File: src/rtl/modport_mem.sv
// -----------------------------------------------------------------------------
// modport_mem
//
// Small register-file memory of 2**ADDR_WIDTH words, each DATA_WIDTH bits
// wide. One command port: a write and/or a read are issued in the same cycle
// and qualified by valid. Read data is registered and appears one cycle after
// the read command.
//
// Ports:
//   clk    - rising-edge clock, the only clock
//   reset  - synchronous, active-high reset; clears every word and rdata
//   addr   - word address shared by the read and the write command
//   wr_en  - write command (ignored while valid is low)
//   rd_en  - read command (ignored while valid is low)
//   wdata  - write data
//   valid  - command qualifier
//   rdata  - registered read data; holds its value between reads
// -----------------------------------------------------------------------------
module modport_mem #(
  parameter int                    ADDR_WIDTH  = 2,
  parameter int                    DATA_WIDTH  = 8,
  parameter logic [DATA_WIDTH-1:0] RESET_VALUE = '0
) (
  input  logic                  clk,
  input  logic                  reset,
  input  logic [ADDR_WIDTH-1:0] addr,
  input  logic                  wr_en,
  input  logic                  rd_en,
  input  logic [DATA_WIDTH-1:0] wdata,
  input  logic                  valid,
  output logic [DATA_WIDTH-1:0] rdata
);

  localparam int DEPTH = 2 ** ADDR_WIDTH;

  // Storage lives in flops rather than a RAM macro so every word can be
  // cleared by reset.
  logic [DATA_WIDTH-1:0] r_mem [DEPTH];
  logic [DATA_WIDTH-1:0] r_rdata;

  logic w_write;
  logic w_read;

  assign w_write = valid & wr_en;
  assign w_read  = valid & rd_en;

  // Memory array. Reset wins over any command presented in the same cycle,
  // so a write coincident with reset is dropped.
  always_ff @(posedge clk) begin
    if (reset) begin
      for (int i = 0; i < DEPTH; i++) begin
        r_mem[i] <= RESET_VALUE;
      end
    end else if (w_write) begin
      r_mem[addr] <= wdata;
    end
  end

  // Read data register. Because the array update above is non-blocking, a
  // read sampling the same address as a same-edge write returns the old word
  // (read-before-write). With no read command the register simply holds.
  always_ff @(posedge clk) begin
    if (reset) begin
      r_rdata <= RESET_VALUE;
    end else if (w_read) begin
      r_rdata <= r_mem[addr];
    end
  end

  assign rdata = r_rdata;

endmodule

File: config.mk
export PLATFORM = sky130hd
export DESIGN_NAME = modport_mem
export DESIGN_NICKNAME = d
export VERILOG_FILES = /design/src/rtl/modport_mem.sv
export SDC_FILE = /design/constraint.sdc
export NUM_CORES = 1
export LEC_CHECK = 0
export CAP_MARGIN = 10
export CORE_ASPECT_RATIO = 1.5
export CORE_MARGIN = 3
export CORE_UTILIZATION = 55
export CTS_BUF_LIST = sky130_fd_sc_hd__clkbuf_8
export DETAILED_ROUTE_END_ITERATION = 10
export GPL_TIMING_DRIVEN = 0
export HOLD_SLACK_MARGIN = 0.12
export PLACE_DENSITY = 0.8
export SYNTH_ARGS = -nofsm -noshare
export SYNTH_HDL_FRONTEND = slang
export SYNTH_SLANG_ARGS = --single-unit
File: constraint.sdc
create_clock -name clk -period 2.05 [get_ports clk]
set_clock_uncertainty 0.1 [all_clocks]
set_input_delay 0.3075 -clock clk [delete_from_list [all_inputs] [get_ports clk]]
set_output_delay 0.3075 -clock clk [all_outputs]
set_load 0.05 [all_outputs]
# Yosys cells after proc, flatten, opt, wreduce, memory -nomap -nowiden
# Memories as Yosys holds them, arrays and structs flattened. A register that Yosys moved wholly into a read port is not among the register bits.
# Index checks and enable logic that the tools add are counted.
[op_classes] n_mux=8 n_bitwise=2 n_reduce_logical=1
[ops] cell="8-bit 2-to-1 mux" count=1
[ops] cell="8-bit OR reduction" count=1
[ops] cell="1-bit 2-to-1 mux" count=6
[ops] cell="1-bit AND" count=2
[ops] cell="2-bit 2-to-1 mux" count=1
[word_totals] reg_bits=0 ram_bits=32 in_bits=15 output_inout_bits=8 wordCells=12 n_memories=1
[memory_table] name="r_mem" words=4 word_bits=8 read_ports=1 rd_ports_with_merged_regs=1 wr=4 line_no="38" rtl="logic [DATA_WIDTH-1:0] r_mem [DEPTH];"

# Depth between registers and ports, before layout
# Gate-level depths: netlist of the first run.
[depth] depth_word=6 depth_mapped=4 depth_no_buf=3

# Worst setup path before layout of the first run
# No wires, ideal clock.
[synth_path] path_type="input to register" start="input port addr[0]" end="memory r_mem[2][0], enable pin" setup_time_ns=0.309 arrival_time_ns=1.023 required_ns=1.641 path_slack_ns=0.618 stages=3 path_buffers=1 cell_sequence="buf_2 nor3b_2 or2_2"
[synth_lines] element="start, declared" line_no="26" rtl="input logic [ADDR_WIDTH-1:0] addr,"
[synth_lines] element="end, declared" line_no="38"

==> results.md, run 1 <==
* CTS buffer count at 5
* Area Growth Syn to Fin at 19.55%
* CTS tree: built
* Final setup fails at 0
* DP Cell Count at 188
* Final min period at 1969 ps
* Initial antenna violation count at 0
* Post-DRT Antenna Nets at 0
* Worst vdd rail ir drop at 602.3 uV
* Starting density of the core at 0.5904
* I/O pin cnt at 23
* Post-CTS setup buffers at 0
* Cell taking the most area after synthesis: edfxtp_1
* Final Hold Slack at 337.7 ps
* Actual slew at the worst max-slew pin at 578.6 ps
* DR vias/cell at 5.408
* Max-slew violation count at 0
* CP Cell Sequence: clkdlybuf4s50_1 > nand3b_4 > nor3b_2 > or2_2
* Total number of vias at 1,060
* Mapped Area at 1773 sq um
* CP max stage cell: clkdlybuf4s50_1
* First-pass DRT Iterations at 4
* CP startpoint kind: primary input
* Port buffer count at 21
* Ranking of synthesized cells by area: edfxtp_1, and2_1, mux2_2, dfxtp_1, nand2_1
* HPWL Detailed at 2468 um
* Critical Path AT at 1860 ps
* Die width at 52.36 um
* Post-synthesis sequential area ratio at 0.6323
* Clk buf depth at 2
* Drt wl/cell at 16.52 um
* PD cells at 766.3 nW/um^2
* Drc violations at 0
* Largest net degree at the start of global routing at 13
* Post-synth top cells: and2_1, edfxtp_1, mux2_2, nand2_1, dfxtp_1
* CTS Hold Bufs at 0
* CP max stage delay at 560 ps
* Synthesized Nets at 143
* Post-synth EDFFs at 32
* Cell variety after synth at 21
* CP max FO at 9
* H-tree Lvls at 2
* Clock latency on the worst-skew pair at 290 ps
* Fin nets at 171
* Pleak at 0.8155 nW
* WP data required at 1940 ps
* RSZ-0062 raised after global routing: yes
* Ys Warns at 0
* Worst min-delay path category: reg -> reg
* 1st-iter DRT viols at 27
* Height of the die at 75.54 um
* Status: complete, no violations
* Resize count post-CTS at 0
* Avg Cell Area, Syn at 13.85 sq um
* DRT Wirelength at 3238 um
* # rows at 24
* Yosys reg bits at 40
* Diode count at 0
* Tcrit/Tclk final at 0.9603
* Synth top area share at 0.5420
* Setup CP Type: in -> reg
* Global-route wire length before repair at 5064 um
* Ys async rst share at 0
* Layout cell share with drive strength beyond 1 at 0.2166
* Maxcap violations at 0
* Core Box Area at 3003 sq um
* Overall Global Routing Usage at 0.1832
* Slew Limit Headroom at 0.6143
* Die area at 3955 sq um
* Clock sink count at 40
* Fmax achieved at 508.0 MHz
* Final RePlAce weighted congestion at 0.6754
* CTS Root Cell: clkbuf_8
* Setup crit end kind: flop
* Prevailing post-synth register cell: edfxtp_1
* Final Hold Viols at 0
* Gr ovfl total at 0
* Worst-path clk slew at 80 ps
* Vias in the first global route at 1,053
* Non-filler cells, final at 196
* Synthesized instance count at 128
* R2r setup slk at 820 ps
power by group:
group          switching (mW)  total [mW]  leakage (nW)  internal [mW]
combinational           0.104       0.190         0.392         0.0867
clock                   0.261       0.490        0.0505          0.229
sequential             0.0158       0.944         0.373          0.928
registers in the layout, indices dropped and copies added (netlist names):
signal / flops
rdata: 8
r_mem: 32
per-layer routing:
metal  GRT usage  vias up  part of all wire
met1      0.2143      511              0.41
met3     0.04892        6             0.035
li1            -      517                 -
met2      0.3149       26              0.54
met5           0        -                 0
met4     0.07670        0             0.016
final timing paths:
kind | start | endpoint | cells past startpoint
setup / recovery | reset | r_mem[1][7] | 4
setup reg to reg | r_mem[3][5] | rdata[5] | 3
hold reg to reg | rdata[6] | rdata[6] | 2
hold / removal | rdata[6] | rdata[6] | 2
kinds of logic after synthesis:
family,count (synthesis),synth area share
AOI/OAI and AO/OA,10,0.04446
muxes,16,0.1037
and+or+nand+nor,57,0.2011
DFF,40,0.6323
buffers and inverters,5,0.01835
cell type report:
type,count,area (sq um)
buffer,4,28.78
clock buffer,5,68.82
clock inverter,3,12.51
fill,226,883.3
inverter,1,3.754
multi-input combinational,83,625.6
sequential,40,1121
tap,39,48.80
timing repair buffer,21,210.2
cell usage in the layout (no fill, tap or decap), types with 2 or more instances in the layout:
| master | n |
|---|---|
| clkdlybuf4s50_1 | 21 |
| edfxtp_1 | 32 |
| and2_1 | 32 |
| nand2_1 | 15 |
| a22oi_1 | 7 |
| clkbuf_8 | 5 |
| or2_2 | 3 |
| mux2_2 | 15 |
| inv_1 | 3 |
| dfxtp_1 | 8 |
| buf_2 | 2 |
metrics by stage:
step                        util  area (sq um)  setup slack, ps  setup TNS [ps]  power (mW)
after floorplan                -          1773            618.0               0       1.071
after global placement    0.6767          2032           -173.3           -3284       1.141
final                     0.7058          2120            81.41               0       1.624
after CTS                 0.7038          2113            60.03               0       1.632
after detailed placement  0.6767          2032           -245.1           -5405       1.152
after global routing      0.7058          2120           -3.432          -9.316       1.682
critical path, delay by kind of cell:
| family | cells | cell delay [ps] |
|---|---|---|
| buf+inv | 1 | 560 |
| simple gates | 3 | 1000 |
Note: power is estimated with default switching activity, not from simulation.
==> run 2: changes to the inputs <==
- CORE_MARGIN: 3 -> 2
==> run 2 against run 1 <==
Effect of this change: critical path depth stayed put; worst hold slack better by 1.7 ps; via count fell by 2.6%; cell count grew 0.51%; final area grew 0.35%; first-iteration DRC count down 22%; sequential power hardly changed; sequential share of layout area fell by 0.19 points; combinational power hardly changed; utilization down 2.6 points.
==> results.md, run 2 (same netlist as run 1, synthesis figures left out) <==
* WP data required at 1930 ps
* Pleak at 0.8090 nW
* R2r setup slk at 830 ps
* Actual slew at the worst max-slew pin at 560.9 ps
* CTS buffer count at 5
* Clock latency on the worst-skew pair at 300 ps
* CP Launch Point: reset
* First-pass DRT Iterations at 6
* Clock sink count at 40
* Total number of vias at 1,032
* Gr ovfl total at 0
* Resize count post-CTS at 0
* Height of the die at 73.54 um
* Max reg flops at 32
* Area Growth Syn to Fin at 19.97%
* Setup CP Type: in -> reg
* Final min period at 1986 ps
* Final setup fails at 0
* Diode count at 0
* Drt wl/cell at 16.13 um
* Global-route wire length before repair at 5313 um
* CP max FO at 9
* Slack of the critical path at 64.27 ps
* Fin nets at 171
* Slew Limit Headroom at 0.6261
* Most frequent cells in the layout: and2_1, edfxtp_1, clkdlybuf4s50_1
* HP Start: rdata[1]
* CP startpoint kind: primary input
* CTS Hold Bufs at 0
* HPWL Detailed at 2469 um
* Critical Path AT at 1870 ps
* Layout cell share with drive strength beyond 1 at 0.2229
* Max-slew violation count at 0
* Port buffer count at 21
* Final RePlAce weighted congestion at 0.6635
* Crit Reg-Reg Startpoint: r_mem[2][5]
* Initial antenna violation count at 0
* Post-DP Area at 2033 sq um
* Largest net degree at the start of global routing at 13
* Fmax achieved at 503.6 MHz
* Clk buf depth at 2
* DR vias/cell at 5.239
* Final Hold Viols at 0
* H-tree Lvls at 2
* Multi-input combinational cell area at 619.3 sq um
* 1st-iter DRT viols at 21
* Die width at 50.36 um
* Starting density of the core at 0.5668
* CTS tree: built
* Tot Pwr at 1.671 mW
* Drc violations at 0
* Post-CTS setup buffers at 0
* Worst vdd rail ir drop at 523.8 uV
* Status: complete, no violations
* Non-Filler Cell Area, Final at 2127 sq um
* Post-DRT Antenna Nets at 0
* Seq. cell area at 1121 sq um
* Worst-path clk slew at 70 ps
* Pre-CTS setup slack at -266.2 ps
* Worst min-delay path category: reg -> reg
* Overall Global Routing Usage at 0.2001
* # rows at 25
* DRT Wirelength at 3177 um
* Setup crit end kind: flop
* Core Box Area at 3128 sq um
* PD cells at 785.5 nW/um^2
* Maxcap violations at 0
* RSZ-0062 raised after global routing: yes
* Most flops, register: r_mem
* Vias in the first global route at 1,135
* Die area at 3703 sq um
* Tcrit/Tclk final at 0.9686
* Filler cell count at 242
* CTS Root Cell: clkbuf_8
* I/O pin cnt at 23
-- run 2: cell types whose count changed in the layout (fill, tap and decap cells not counted) --
cell,previous run,this run
clkbuf_8,5,6
clkinv_2,1,0
clkinvlp_4,0,1
inv_1,3,2
nor3b_2,1,2
nor3b_4,1,0
-- run 2: worst max-delay path, stage by stage --
cell	delay, ps
clkdlybuf4s50_1	550
nand3b_4	240
nor3b_2	430
or2_2	330
-- run 2: final timing paths --
check                      to  cells past startpoint
hold / removal       rdata[1]                      2
hold reg to reg      rdata[1]                      2
setup / recovery  r_mem[2][3]                      4
setup reg to reg     rdata[5]                      3
-- run 2: per-stage QoR --
step | utilization | hold slack (ps) | setup TNS, ps | instances
after CTS | 0.6800 | 346.5 | 0 | 197
after floorplan | - | 405.7 | 0 | 128
after detailed placement | 0.6500 | 335.6 | -5837 | 189
final | 0.6800 | 339.4 | 0 | 197
after global routing | 0.6800 | 371.6 | -952.0 | 197
after global placement | 0.6500 | 325.8 | -3211 | 189
-- run 2: area by class of cell --
class	instances	area share
flip-flops and latches	40	0.5271
multi-input cells	83	0.2912
repair buffers	21	0.09882
clock buffers	6	0.03882
well taps	40	0.02353
plain buffers	4	0.01353
clock inverters	2	0.005294
inverters	1	0.001765
-- run 2: routing by layer --
layer	track usage	share of wire	wire length [um]
met4	0.07207	0.013	40
met5	0	0	0
met1	0.2140	0.38	1223
met2	0.3670	0.56	1792
met3	0.06098	0.038	122
-- run 2: power breakdown --
part | switching, mW | internal (mW) | total [mW] | leakage (nW)
Combinational | 0.103 | 0.0860 | 0.189 | 0.388
Sequential | 0.0153 | 0.928 | 0.943 | 0.373
Clock | 0.271 | 0.268 | 0.539 | 0.0486
Total | 0.389 | 1.28 | 1.67 | 0.809
